## src/rtl/video_decimator_wr.sv

```systemverilog
// -----------------------------------------------------------------------------
// video_decimator_wr
//
// Purpose:
//   Decimates a DVI-decoded pixel stream by H_DIV x V_DIV and converts each
//   kept pixel to RGB888, RGB565 or GRAY8. Every kept pixel becomes a
//   frame-buffer BRAM write (address + data + write strobe). One output row
//   takes OUT_COLS words of address space, so a short input line leaves a
//   hole and later rows are never shifted.
//
// Ports:
//   i_Clk        pixel clock, sole clock
//   rstb         asynchronous active-low reset
//   i_Hsync      horizontal sync, only delayed to o_HSync
//   i_Vsync      vertical sync, active level VS_POL
//   i_Vde        active-video qualifier
//   i_Data       pixel {R,G,B}
//   i_Enable     capture enable, sampled at frame start
//   i_Mode       0 RGB888, 1 RGB565, 2 GRAY8, 3 same as 0; sampled at frame start
//   o_We         BRAM write strobe
//   o_Addr       BRAM word address
//   o_Data       converted pixel, unused MSBs zero
//   o_HSync      i_Hsync delayed to line up with o_We
//   o_Frame_Done one-cycle pulse at the end of a captured frame
//   o_Frame_Cnt  captured-frame counter, wraps
//   o_Overflow   set when a line or the frame held more kept pixels than fit;
//                cleared at the next frame start
// -----------------------------------------------------------------------------
module video_decimator_wr #(
  parameter int H_DIV    = 3,
  parameter int V_DIV    = 3,
  parameter int OUT_COLS = 426,
  parameter int OUT_ROWS = 240,
  parameter int ADDR_W   = 24,
  parameter bit VS_POL   = 1'b1
) (
  input  logic              i_Clk,
  input  logic              rstb,
  input  logic              i_Hsync,
  input  logic              i_Vsync,
  input  logic              i_Vde,
  input  logic [23:0]       i_Data,
  input  logic              i_Enable,
  input  logic [1:0]        i_Mode,
  output logic              o_We,
  output logic [ADDR_W-1:0] o_Addr,
  output logic [23:0]       o_Data,
  output logic              o_HSync,
  output logic              o_Frame_Done,
  output logic [15:0]       o_Frame_Cnt,
  output logic              o_Overflow
);

  localparam logic [1:0] ST_IDLE     = 2'd0;
  localparam logic [1:0] ST_WAIT_ACT = 2'd1;
  localparam logic [1:0] ST_ACTIVE   = 2'd2;
  localparam logic [1:0] ST_DONE     = 2'd3;

  localparam int HW = (H_DIV > 1) ? $clog2(H_DIV) : 1;
  localparam int VW = (V_DIV > 1) ? $clog2(V_DIV) : 1;
  localparam int CW = $clog2(OUT_COLS + 1);
  localparam int RW = $clog2(OUT_ROWS + 1);

  localparam logic [HW-1:0]     H_LAST  = HW'(H_DIV - 1);
  localparam logic [VW-1:0]     V_LAST  = VW'(V_DIV - 1);
  localparam logic [CW-1:0]     COL_LIM = CW'(OUT_COLS);
  localparam logic [RW-1:0]     ROW_LIM = RW'(OUT_ROWS);
  localparam logic [ADDR_W-1:0] PITCH   = ADDR_W'(OUT_COLS);

  logic [1:0]        state_q, state_d;
  logic              vs_act_q, vs_act_d;
  logic              vde_q, vde_d;
  logic [HW-1:0]     hph_q, hph_d;
  logic [VW-1:0]     vph_q, vph_d;
  logic [CW-1:0]     out_col_q, out_col_d;
  logic [RW-1:0]     out_row_q, out_row_d;
  logic [ADDR_W-1:0] line_base_q, line_base_d;
  logic              ovf_q, ovf_d;
  logic [1:0]        mode_q, mode_d;
  logic [15:0]       frame_cnt_q, frame_cnt_d;
  logic              done_q, done_d;

  logic              s1_valid_q, s1_valid_d;
  logic [ADDR_W-1:0] s1_addr_q, s1_addr_d;
  logic [23:0]       s1_pix_q, s1_pix_d;
  logic [1:0]        s1_mode_q, s1_mode_d;
  logic              s1_hs_q, s1_hs_d;

  logic              we_q, we_d;
  logic [ADDR_W-1:0] addr_q, addr_d;
  logic [23:0]       data_q, data_d;
  logic              hs_q, hs_d;

  logic              vs_act;
  logic              frame_start;
  logic              vde_fall;
  logic              capturing;
  logic              phase_hit;
  logic              in_range;
  logic [15:0]       gray_sum;
  logic [23:0]       conv_pix;

  assign o_We         = we_q;
  assign o_Addr       = addr_q;
  assign o_Data       = data_q;
  assign o_HSync      = hs_q;
  assign o_Frame_Done = done_q;
  assign o_Frame_Cnt  = frame_cnt_q;
  assign o_Overflow   = ovf_q;

  // Pixel conversion for the second pipeline stage, using the mode that was
  // in force when the pixel was selected.
  always_comb begin
    gray_sum = 16'd77  * {8'd0, s1_pix_q[23:16]}
             + 16'd150 * {8'd0, s1_pix_q[15:8]}
             + 16'd29  * {8'd0, s1_pix_q[7:0]};
    case (s1_mode_q)
      2'd1:    conv_pix = {8'd0, s1_pix_q[23:19], s1_pix_q[15:10], s1_pix_q[7:3]};
      2'd2:    conv_pix = {16'd0, gray_sum[15:8]};
      default: conv_pix = s1_pix_q;
    endcase
  end

  always_comb begin
    vs_act      = (i_Vsync == VS_POL);
    frame_start = vs_act && !vs_act_q;
    vde_fall    = vde_q && !i_Vde;
    // WAIT_ACT counts as capturing so the very first active pixel is kept.
    capturing   = (state_q == ST_WAIT_ACT) || (state_q == ST_ACTIVE);
    phase_hit   = capturing && i_Vde && (hph_q == '0) && (vph_q == '0);
    in_range    = (out_col_q < COL_LIM) && (out_row_q < ROW_LIM);

    state_d     = state_q;
    vs_act_d    = vs_act;
    vde_d       = i_Vde;
    hph_d       = hph_q;
    vph_d       = vph_q;
    out_col_d   = out_col_q;
    out_row_d   = out_row_q;
    line_base_d = line_base_q;
    ovf_d       = ovf_q;
    mode_d      = mode_q;
    frame_cnt_d = frame_cnt_q;
    done_d      = 1'b0;

    case (state_q)
      ST_IDLE:     if (frame_start && i_Enable) state_d = ST_WAIT_ACT;
      // A frame start before any active video is an empty frame: stay put.
      ST_WAIT_ACT: if (!frame_start && i_Vde) state_d = ST_ACTIVE;
      ST_ACTIVE:   if (frame_start) state_d = ST_DONE;
      default:     state_d = i_Enable ? ST_WAIT_ACT : ST_IDLE;
    endcase

    if (state_q == ST_ACTIVE && frame_start) begin
      done_d      = 1'b1;
      frame_cnt_d = frame_cnt_q + 16'd1;
    end

    if (vde_fall) begin
      hph_d = '0;
    end else if (i_Vde) begin
      hph_d = (hph_q == H_LAST) ? '0 : hph_q + HW'(1);
    end

    if (frame_start) begin
      vph_d = '0;
    end else if (vde_fall) begin
      vph_d = (vph_q == V_LAST) ? '0 : vph_q + VW'(1);
    end

    // out_col saturates at the limit so an over-long line cannot wrap back
    // into the valid range.
    if (frame_start || vde_fall) begin
      out_col_d = '0;
    end else if (phase_hit && out_col_q < COL_LIM) begin
      out_col_d = out_col_q + CW'(1);
    end

    // The line base advances by a full pitch after every kept row, however
    // many pixels that row actually delivered.
    if (frame_start) begin
      out_row_d   = '0;
      line_base_d = '0;
    end else if (vde_fall && capturing && vph_q == '0 && out_row_q < ROW_LIM) begin
      out_row_d   = out_row_q + RW'(1);
      line_base_d = line_base_q + PITCH;
    end

    if (frame_start) begin
      ovf_d  = 1'b0;
      mode_d = (i_Mode == 2'd3) ? 2'd0 : i_Mode;
    end else if (phase_hit && !in_range) begin
      ovf_d = 1'b1;
    end

    s1_valid_d = phase_hit && in_range;
    s1_addr_d  = s1_addr_q;
    s1_pix_d   = s1_pix_q;
    s1_mode_d  = s1_mode_q;
    s1_hs_d    = i_Hsync;
    if (phase_hit && in_range) begin
      s1_addr_d = line_base_q + ADDR_W'(out_col_q);
      s1_pix_d  = i_Data;
      s1_mode_d = mode_q;
    end

    // Address/data hold their last value between writes.
    we_d   = s1_valid_q;
    addr_d = addr_q;
    data_d = data_q;
    hs_d   = s1_hs_q;
    if (s1_valid_q) begin
      addr_d = s1_addr_q;
      data_d = conv_pix;
    end
  end

  // vs_act_q resets to "already active" so a sync held at its active level
  // through reset is not mistaken for a fresh frame start.
  always_ff @(posedge i_Clk or negedge rstb) begin
    if (!rstb) begin
      state_q     <= ST_IDLE;
      vs_act_q    <= 1'b1;
      vde_q       <= 1'b0;
      hph_q       <= '0;
      vph_q       <= '0;
      out_col_q   <= '0;
      out_row_q   <= '0;
      line_base_q <= '0;
      ovf_q       <= 1'b0;
      mode_q      <= 2'd0;
      frame_cnt_q <= 16'd0;
      done_q      <= 1'b0;
      s1_valid_q  <= 1'b0;
      s1_addr_q   <= '0;
      s1_pix_q    <= 24'd0;
      s1_mode_q   <= 2'd0;
      s1_hs_q     <= 1'b0;
      we_q        <= 1'b0;
      addr_q      <= '0;
      data_q      <= 24'd0;
      hs_q        <= 1'b0;
    end else begin
      state_q     <= state_d;
      vs_act_q    <= vs_act_d;
      vde_q       <= vde_d;
      hph_q       <= hph_d;
      vph_q       <= vph_d;
      out_col_q   <= out_col_d;
      out_row_q   <= out_row_d;
      line_base_q <= line_base_d;
      ovf_q       <= ovf_d;
      mode_q      <= mode_d;
      frame_cnt_q <= frame_cnt_d;
      done_q      <= done_d;
      s1_valid_q  <= s1_valid_d;
      s1_addr_q   <= s1_addr_d;
      s1_pix_q    <= s1_pix_d;
      s1_mode_q   <= s1_mode_d;
      s1_hs_q     <= s1_hs_d;
      we_q        <= we_d;
      addr_q      <= addr_d;
      data_q      <= data_d;
      hs_q        <= hs_d;
    end
  end

endmodule
```

## config.mk

```make
export PLATFORM = sky130hd
export DESIGN_NAME = video_decimator_wr
export DESIGN_NICKNAME = d
export VERILOG_FILES = /design/src/rtl/video_decimator_wr.sv
export SDC_FILE = /design/constraint.sdc
export NUM_CORES = 1
export LEC_CHECK = 0
export BUFFER_PORTS_ARGS = -buffer_cell sky130_fd_sc_hd__clkbuf_2
export CORE_ASPECT_RATIO = 2
export CORE_UTILIZATION = 28
export DETAILED_ROUTE_END_ITERATION = 8
export GPL_ROUTABILITY_DRIVEN = 0
export SLEW_MARGIN = 10
export SYNTH_ARGS = -nofsm -noshare
export SYNTH_HDL_FRONTEND = slang
export SYNTH_SLANG_ARGS = --single-unit
```

## constraint.sdc

```tcl
create_clock -name i_Clk -period 5.6 [get_ports i_Clk]
set_input_delay 0.28 -clock i_Clk [delete_from_list [all_inputs] [get_ports i_Clk]]
set_output_delay 0.28 -clock i_Clk [all_outputs]
set_load 0.01 [all_outputs]
```

==> impl_metrics.csv, run 1 <==
group,metric,value,unit
route,post-route-drc-count,0,
grt,overflow,0,
place,io_buffers,99,
route,viasPerCell,4.75,
clock_tree,cts_tree,"built",
synth,yosysTopAreaCellShare,38.9,%
timing,setup_viol,6,
critical_path,worst_path_max_delay_cell,"fa_1",
grt,top_usage_layer,"met2",
clock_tree,clk_latency,0.45,ns
cells_and_area,drive_gt1_share,22.1,%
route,ant_nets,0,
route,drtIter0Drc,378,
floorplanning,die_area,39600,um^2
timing,fin_crit_sh,106,%
synth,synthTopCellsByArea,"dfrtp_1 39%, ha_1 12%, fa_1 10%",
synth,netlist.top_cell.by_area,"dfrtp_1",
synth,syn_area_per_cell,10.4,um^2
min_path,hold_class,"primary input to register",
timing,fin_skew,0.0123,ns
synth,synth_ff_type,"dfrtp_1",
route,drt-total-wl,28900,um
synth,yosysWarningCount,0,
timing,fmax,169,MHz
status,status,"finished, violations left",
floorplanning,die_w,141,um
route,route.vias.total,8152,
critical_path,endpoint_kind,"register",
grt,grt_max_degree,79,
timing,worstMarginPinSlew,0.972,ns
floorplanning,die_height,281,um
critical_path,crit_type,"register to register",
critical_path,worstPathRequired,5.96,ns
critical_path,slowest_delay,0.53,ns
route,drtPass1Iterations,4,
synth,syn_inst,1044,
cells_and_area,num-nets-final,1377,
floorplanning,initial_utilization,28.5,%
clock_tree,cts_root_buf,"clkbuf_16",
synth,synth_nets,1233,
status,violations,"setup timing",
synth,synthArstFlopShare,100,%
cells_and_area,post-route-util,34.5,%
route,wire_per_inst,16.8,um
critical_path,crit_arrival,6.29,ns
grt,grt_pass1_wl,46500,um
synth,syn-cell-area,10900,um^2
timing,finalSetupTns,-1.35,ns
grt,grt_use_met2,30.2,%
timing,post-route-min-period,5.93,ns
synth,synth-seq-cells,170,
floorplanning,rows,101,
critical_path,path_cells,"ha_1 > ha_1 > inv_2 > fa_1 > inv_1 > fa_1 > ha_4 > a21oi_2 > xnor2_1 > ha_1 > fa_1 > inv_2 > fa_1 > fa_1 > inv_2 > ha_4 > buf_6 > nand3_4 > nor2_4 > and3_4 > nor3_2 > or3b_1 > a31oi_1",
floorplanning,core_area,38200,um^2
synth,ys_seq_area_share,39.2,%
grt,globalRouteTotalUtil,15.5,%
clock_tree,clk_path_buf_depth,2,
floorplanning,io_pins,100,
grt,globalRouteMet3Util,2.49,%
cells_and_area,area_growth_syn_to_layout,21.0,%
cells_and_area,antenna_cells,0,
clock_tree,cts-htree-levels,4,
synth,ys_types,69,
clock_tree,numCtsBuffers,17,
synth,synth_edf_count,0,
place,dp_slack,-0.364,ns
critical_path,path_max_fanout,4,
place,dpl.hpwl,22000,um
clock_tree,cts_sinks,170,
grt,grt_pass1_vias,8756,
grt,met1_usage,15.6,%
cells_and_area,fillers,3924,
timing,max_slew_margin,35.2,%
critical_path,crit_top_cell,"fa_1",
timing,maxSlewViolCount,0,
timing,hold_viol,0,
timing,rsz0062_at_grt,"yes",
critical_path,crit_path_start_kind,"register",
timing,layout_setup_ws,-0.330,ns
grt,antenna_found_initial,0,
clock_tree,path_clk_slew,0.07,ns
run,max_cap_viol_count,0,
==> metal layers <==
| layer | routed length [um] | vias up |
|---|---|---|
| met2 | 16500 | 164 |
| met4 | 1200 | 0 |
| met1 | 10400 | 4071 |
| li1 | - | 3850 |
| met5 | 0 | - |
| met3 | 781 | 67 |
==> cells in the mapped netlist (all sizes together) (3+ instances only) <==
| cell | number |
|---|---|
| nor3 | 14 |
| xnor2 | 42 |
| and3 | 6 |
| a31oi | 9 |
| ha | 102 |
| nor4 | 6 |
| or3 | 7 |
| a21oi | 55 |
| fa | 55 |
| nor3b | 3 |
| a21o | 10 |
| o211ai | 11 |
| buf | 16 |
| nand2b | 3 |
| nand2 | 62 |
| o21a | 8 |
| nor2b | 7 |
| o2111ai | 3 |
| o21ai | 55 |
| dfrtp | 169 |
| o21bai | 5 |
| mux2 | 51 |
| clkbuf | 15 |
| xor2 | 30 |
| inv | 116 |
| or4 | 3 |
| nand3b | 4 |
| nand3 | 28 |
| nand4 | 17 |
| o31ai | 4 |
| nor2 | 81 |
| a211oi | 3 |
| a22oi | 14 |
==> critical path, delay by kind of cell, from the launching register on <==
| family | cells | cell delay [ns] |
|---|---|---|
| AOI/OAI and AO/OA | 2 | 0.23 |
| adders and majority gates | 10 | 3.96 |
| buffers and inverters | 5 | 0.28 |
| DFF | 1 | 0.39 |
| xor gates and xnor gates | 1 | 0.12 |
| and+or+nand+nor | 5 | 0.86 |
==> cell type report <==
class	count	area, um^2	area share [%]
Timing Repair Buffer	156	952	7.24
Sequential cell	170	4260	32.4
Clock inverter	12	103	0.780
Inverter	117	439	3.34
Clock buffer	20	447	3.40
Multi-Input combinational cell	726	6310	48.0
Tap cell	515	644	4.90
==> cells in the final DEF, fill, tap and decap left out, types with 4 or more instances in the layout <==
master     count
o21a_1         8
clkbuf_16     17
inv_1        109
mux2_1        26
o21ai_1       22
nand2_1       62
nand4_1       17
inv_6          4
xor2_1        28
a21oi_2        5
or3_1          7
o21ai_0       27
ha_4          11
inv_2          7
clkbuf_2      98
o21ai_2        6
a31oi_1        8
xnor2_1       41
nor2b_1        6
nor4_1         5
o21bai_1       5
dfrtp_1      166
a21oi_1       49
ha_1          90
nor3_1        13
nand3b_1       4
buf_6          5
buf_4         50
o211ai_1      11
nor2_1        79
and3_1         5
mux2_2        25
clkinv_4       4
a22oi_1       14
fa_1          53
a21o_1         9
nand3_1       27
==> what timing repair did <==
| item | in CTS | in global routing |
|---|---|---|
| hold buffers | 3 | 0 |
| cloned | 0 | 0 |
| endpoints found under the setup margin | 7 | 8 |
| endpoints found under the hold margin | 77 | 0 |
| gates resized for setup | 19 | 23 |
| pin swaps | 17 | 14 |
| setup buffers | 8 | 3 |
==> metrics by stage <==
stage               hold slack (ns)  cell area [um^2]  cells
global route                 0.0207             13200   1716
CTS                         0.00480             13000   1713
finish                       0.0242             13200   1716
global placement              0.341             12300   1670
detailed placement            0.336             12300   1670
floorplan                   -0.0156             11000   1044
==> registers in the layout (all words and copies together) (netlist names), 2 cells and up <==
signal	count
o_Addr	24
o_Data	24
s1_addr_q	24
s1_pix_q	24
line_base_q	23
o_Frame_Cnt	16
out_col_q	9
out_row_q	8
hph_q	2
mode_q	2
s1_mode_q	2
state_q	2
vph_q	2
==> cell families after synthesis <==
group	synth area share [%]
compound gates	11.1
xor+xnor	5.80
fa+ha+maj	21.9
buf+inv	5.40
flops	39.2
mux	5.47
simple gates	11.2
==> path summary, 6_finish.rpt <==
path                       slack (ns)  depth (start not counted)                         end                startpoint
max                             -0.33                         23       o_Data[3]$_DFFE_PN0P_  s1_pix_q[14]$_DFFE_PN0P_
min                              0.02                          1             vde_q$_DFF_PN0_                     i_Vde
max reg2reg                     -0.33                         23       o_Data[3]$_DFFE_PN0P_  s1_pix_q[14]$_DFFE_PN0P_
min reg2reg                      0.36                          0           o_HSync$_DFF_PN0_            hs_d$_DFF_PN0_
max in group asynchronous        3.82                          3        s1_valid_q$_DFF_PN0_                      rstb
min in group asynchronous        0.40                          2  o_Frame_Cnt[1]$_DFFE_PN0P_                      rstb
Power of run 1 is left out: the tool's default activity adds up to more than one toggle a clock period on the data nets, which glitch-free logic cannot reach.
==> run 2: changes to the inputs <==
--- a/config.mk
+++ b/config.mk
@@ -8,6 +8,7 @@
 export BUFFER_PORTS_ARGS = -buffer_cell sky130_fd_sc_hd__clkbuf_2
 export CORE_ASPECT_RATIO = 2
 export CORE_UTILIZATION = 28
+export CTS_BUF_LIST = sky130_fd_sc_hd__clkbuf_4
 export DETAILED_ROUTE_END_ITERATION = 8
 export GPL_ROUTABILITY_DRIVEN = 0
 export SLEW_MARGIN = 10
==> impl_metrics.csv, run 2 (same netlist as run 1, synthesis figures left out) <==
group,metric,value,unit
route,viasPerCell,4.74,
status,violations,"setup timing",
clock_tree,cts_root_buf,"clkbuf_4",
status,status,"finished, violations left",
cells_and_area,final_common_cell,"dfrtp_1",
critical_path,path_buf_inv,7,
place,dpl.hpwl,22000,um
floorplanning,die_height,281,um
critical_path,cp_num_cells,24,
critical_path,endpoint_kind,"register",
timing,maxSlewViolCount,0,
grt,grt_pass1_vias,8880,
clock_tree,numCtsBuffers,17,
timing,post-route-min-period,5.93,ns
run,max_cap_viol_count,0,
floorplanning,initial_utilization,28.5,%
timing,fin_skew,0.0270,ns
clock_tree,clk_path_buf_depth,2,
floorplanning,die_w,141,um
cells_and_area,fin_cells,1744,
floorplanning,die_area,39600,um^2
critical_path,worstPathRequired,6.10,ns
cells_and_area,final_cell_mix,"166 x dfrtp_1, 109 x inv_1, 98 x clkbuf_2, 90 x ha_1, 79 x nor2_1",
critical_path,path_cells,"ha_1 > ha_1 > inv_2 > fa_1 > inv_1 > fa_1 > ha_4 > a21oi_2 > xnor2_1 > ha_1 > fa_1 > inv_2 > fa_1 > fa_1 > inv_2 > ha_4 > buf_4 > nand3_4 > buf_4 > o21a_1 > buf_4 > a211oi_2 > a2111oi_2 > nand3b_1",
grt,overflow,0,
route,drt-total-wl,28900,um
floorplanning,core_area,38200,um^2
timing,setup_viol,6,
cells_and_area,drive_gt1_share,21.5,%
floorplanning,rows,101,
route,drtIter0Drc,374,
grt,antenna_found_initial,1,
clock_tree,cts_sinks,170,
place,place_inst,1670,
clock_tree,cts-htree-levels,4,
floorplanning,io_pins,100,
route,wire_per_inst,16.6,um
grt,grt_max_degree,79,
clock_tree,cts_tree,"built",
route,route.vias.total,8274,
min_path,hold_class,"primary input to async pin",
route,post-route-drc-count,0,
clock_tree,clk_latency,0.61,ns
place,io_buffers,99,
critical_path,reg2reg_depth,24,
clock_tree,path_clk_slew,0.15,ns
timing,layout_setup_ws,-0.332,ns
timing,hold_viol,0,
timing,rsz0062_at_grt,"yes",
grt,globalRouteTotalUtil,15.5,%
critical_path,crit_type,"register to register",
critical_path,crit_path_start_kind,"register",
timing,fin_crit_sh,106,%
route,ant_nets,0,
critical_path,crit_top_cell,"fa_1",
timing,finalSetupTns,-1.41,ns
critical_path,path_delay_family,"adder cells",
route,drtPass1Iterations,4,
cells_and_area,num-nets-final,1404,
timing,fmax,169,MHz
timing,max_slew_margin,34.9,%
critical_path,slowest_delay,0.54,ns
timing,worstMarginPinSlew,0.976,ns
critical_path,path_max_fanout,3,
critical_path,crit_arrival,6.44,ns
critical_path,ff2ff_setup_slack,-0.33,ns
grt,grt_pass1_wl,46600,um
critical_path,worst_path_max_delay_cell,"fa_1",
cells_and_area,area_growth_syn_to_layout,20.7,%
-- run 2: repair_timing --
action | in CTS | in global routing
hold buffers | 32 | 0
setup buffers | 8 | 1
gates resized for setup | 20 | 19
hold endpoints to repair | 106 | 0
endpoints found under the setup margin | 7 | 8
pin swaps | 17 | 9
-- run 2: final timing paths --
check	from	endpoint
min in group i_Clk	i_Vsync	vs_act_q$_DFF_PN1_
max in group asynchronous	rstb	s1_valid_q$_DFF_PN0_
min	rstb	o_Frame_Cnt[1]$_DFFE_PN0P_
max	s1_pix_q[14]$_DFFE_PN0P_	o_Data[7]$_DFFE_PN0P_
max reg2reg	s1_pix_q[14]$_DFFE_PN0P_	o_Data[7]$_DFFE_PN0P_
min reg2reg	hs_d$_DFF_PN0_	o_HSync$_DFF_PN0_
-- run 2: through the flow --
stage                     hold WS, ns  utilization (%)  worst slack (ns)  cell area [um^2]
after floorplan               -0.0156                -            -0.169             11000
after global placement          0.341             32.2            -0.274             12300
after detailed placement        0.336             32.2            -0.364             12300
after CTS                       0.204             34.1            -0.307             13000
after global routing            0.223             34.4            -0.539             13100
final                           0.227             34.4            -0.332             13100
-- run 2: worst register-to-register path: cells and delay by family (launching register included) --
| family | cells | cell delay, ns |
|---|---|---|
| buffers and inverters | 7 | 0.59 |
| adder cells (fa/ha/maj) | 10 | 3.95 |
| AND/OR/NAND/NOR | 2 | 0.27 |
| AO/OA/AOI/OAI | 4 | 0.49 |
| flip-flops | 1 | 0.42 |
| XOR/XNOR | 1 | 0.12 |
-- run 2: cell type report --
type	instances	area, um^2
well taps	515	644
inverters	117	439
flip-flops and latches	170	4260
diodes	1	2.50
multi-input cells	726	6300
fillers	3954	25000
clock buffers	19	143
clock inverters	13	106
repair buffers	183	1220
-- run 2: layer usage --
| layer | GRT usage (%) | share of wire [%] | vias to the layer above |
|---|---|---|---|
| met4 | 7.72 | 4.3 | 0 |
| met5 | 0 | 0 | - |
| li1 | - | - | 3910 |
| met1 | 15.5 | 36 | 4115 |
| met2 | 30.2 | 57 | 176 |
| met3 | 2.53 | 2.5 | 73 |
Power of run 2 is left out for the same reason.
==> run 3: changes to the inputs <==
--- a/config.mk
+++ b/config.mk
@@ -7,10 +7,13 @@
 export LEC_CHECK = 0
 export BUFFER_PORTS_ARGS = -buffer_cell sky130_fd_sc_hd__clkbuf_2
 export CORE_ASPECT_RATIO = 2
+export CORE_MARGIN = 5
 export CORE_UTILIZATION = 28
 export CTS_BUF_LIST = sky130_fd_sc_hd__clkbuf_4
 export DETAILED_ROUTE_END_ITERATION = 8
 export GPL_ROUTABILITY_DRIVEN = 0
+export MAX_ROUTING_LAYER = met4
+export RECOVER_POWER = 100
 export SLEW_MARGIN = 10
 export SYNTH_ARGS = -nofsm -noshare
 export SYNTH_HDL_FRONTEND = slang
==> impl_metrics.csv, run 3 (same netlist as run 1, synthesis figures left out) <==
group,metric,value,unit
status,status,"finished, violations left",
status,violations,"capacitance limit, slew limit, setup timing",
timing,worstMarginPinSlew,3.21,ns
route,ant_nets,0,
timing,post-route-min-period,5.97,ns
cells_and_area,final_common_cell,"dfrtp_1",
critical_path,crit_type,"register to register",
timing,hold_viol,0,
critical_path,crit_arrival,6.55,ns
cells_and_area,multi_input_area,6370,um^2
cells_and_area,num-nets-final,1400,
floorplanning,initial_utilization,28.2,%
grt,antenna_found_initial,1,
cells_and_area,final_cell_mix,"167 x dfrtp_1, 107 x inv_1, 88 x ha_1, 79 x nor2_1, 75 x clkbuf_1",
route,post-route-drc-count,0,
clock_tree,cts-htree-levels,4,
critical_path,worstPathRequired,6.19,ns
grt,grt_max_degree,65,
clock_tree,path_clk_slew,0.18,ns
clock_tree,clk_path_buf_depth,2,
critical_path,slowest_delay,0.55,ns
place,place_inst,1674,
timing,setup_viol,5,
critical_path,ff2ff_setup_slack,-0.37,ns
route,drtIter0Drc,438,
route,route.vias.total,8334,
cells_and_area,regArea,4260,um^2
clock_tree,cts_tree,"built",
clock_tree,numCtsBuffers,17,
min_path,hold_class,"primary input to register",
clock_tree,cts_sinks,170,
timing,fin_crit_sh,107,%
grt,overflow,0,
floorplanning,die_height,289,um
route,wire_per_inst,16.9,um
timing,layout_setup_ws,-0.367,ns
grt,globalRouteTotalUtil,14.6,%
floorplanning,core_area,38500,um^2
clock_tree,cts_root_buf,"clkbuf_4",
place,dpl.hpwl,22800,um
route,drt-total-wl,29500,um
route,drtPass1Iterations,4,
floorplanning,die_w,149,um
critical_path,path_max_fanout,3,
grt,grt_pass1_vias,9218,
clock_tree,clk_latency,0.65,ns
grt,grt_pass1_wl,48000,um
timing,rsz0062_at_grt,"yes",
timing,fin_skew,0.0270,ns
timing,max_slew_margin,-114,%
critical_path,worst_path_max_delay_cell,"fa_1",
route,viasPerCell,4.78,
critical_path,path_cells,"ha_4 > ha_4 > inv_2 > fa_1 > inv_2 > fa_1 > ha_4 > xor2_2 > fa_1 > fa_1 > fa_2 > inv_2 > fa_2 > ha_4 > a21o_1 > a21oi_2 > o21a_1 > a21boi_2 > or3b_1 > a31oi_1",
floorplanning,io_pins,100,
floorplanning,die_area,43100,um^2
run,max_cap_viol_count,4,
cells_and_area,fin_cells,1745,
cells_and_area,drive_gt1_share,15.4,%
timing,fmax,168,MHz
cells_and_area,fillers,3997,
critical_path,endpoint_kind,"register",
timing,maxSlewViolCount,157,
floorplanning,rows,102,
cells_and_area,area_growth_syn_to_layout,20.9,%
critical_path,crit_path_start_kind,"register",
place,io_buffers,99,
-- run 3: changes by cell type in the layout (fill, tap and decap cells not counted), sizes merged --
cell,delta
clkbuf,+5
inv,+1
bufinv,+1
buf,-11
-- run 3: timing repair --
action | CTS | global route
resized for setup | 15 | 35
pin swaps | 19 | 41
setup buffers | 2 | 4
setup endpoints to repair | 8 | 8
hold buffers | 32 | 0
hold endpoints to repair | 86 | 0
-- run 3: path summary, 6_finish.rpt --
kind                                     startpoint  cells past startpoint                         to
min                                         i_Hsync                      2             hs_d$_DFF_PN0_
max reg2reg                s1_pix_q[14]$_DFFE_PN0P_                     20      o_Data[3]$_DFFE_PN0P_
max in group asynchronous                      rstb                      3  s1_addr_q[22]$_DFFE_PN0P_
min in group asynchronous                      rstb                      2          o_HSync$_DFF_PN0_
max                        s1_pix_q[14]$_DFFE_PN0P_                     20      o_Data[3]$_DFFE_PN0P_
min reg2reg                          hs_d$_DFF_PN0_                      0          o_HSync$_DFF_PN0_
-- run 3: final cells by class --
cell class                 count  area share, %
sequential                   170           32.4
timing repair buffer         179           8.16
multi-input combinational    726           48.5
clock inverter                15           1.64
inverter                     117           3.34
antenna                        1         0.0191
clock buffer                  17          0.972
tap                          520           4.95
-- run 3: layer usage --
metal,vias up,track usage (%),wire length (um)
li1,3904,-,-
met5,-,-,0
met4,0,6.14,1090
met3,74,2.56,940
met2,167,28.1,17100
met1,4189,14.1,10300
-- run 3: through the flow --
stage | worst slack [ns] | hold WS, ns | util [%] | cell area, um^2 | TNS, ns
3_5_place_dp | -0.469 | 0.285 | 31.8 | 12300 | -2.53
4_1_cts | -0.371 | 0.0956 | 33.8 | 13000 | -1.97
6_report | -0.367 | 0.267 | 34.1 | 13100 | -1.59
3_3_place_gp | -0.292 | 0.278 | 31.8 | 12300 | -1.54
5_1_grt | -0.587 | 0.250 | 34.1 | 13100 | -2.84
2_1_floorplan | -0.169 | -0.0156 | - | 11000 | -0.373
-- run 3: critical path: cells and delay by family (launching register included) --
kind,cells,cell delay [ns]
xor+xnor,1,0.18
buf+inv,3,0.11
compound gates,5,0.83
fa+ha+maj,10,3.97
flops,1,0.45
simple gates,1,0.37
Power of run 3 is left out for the same reason.
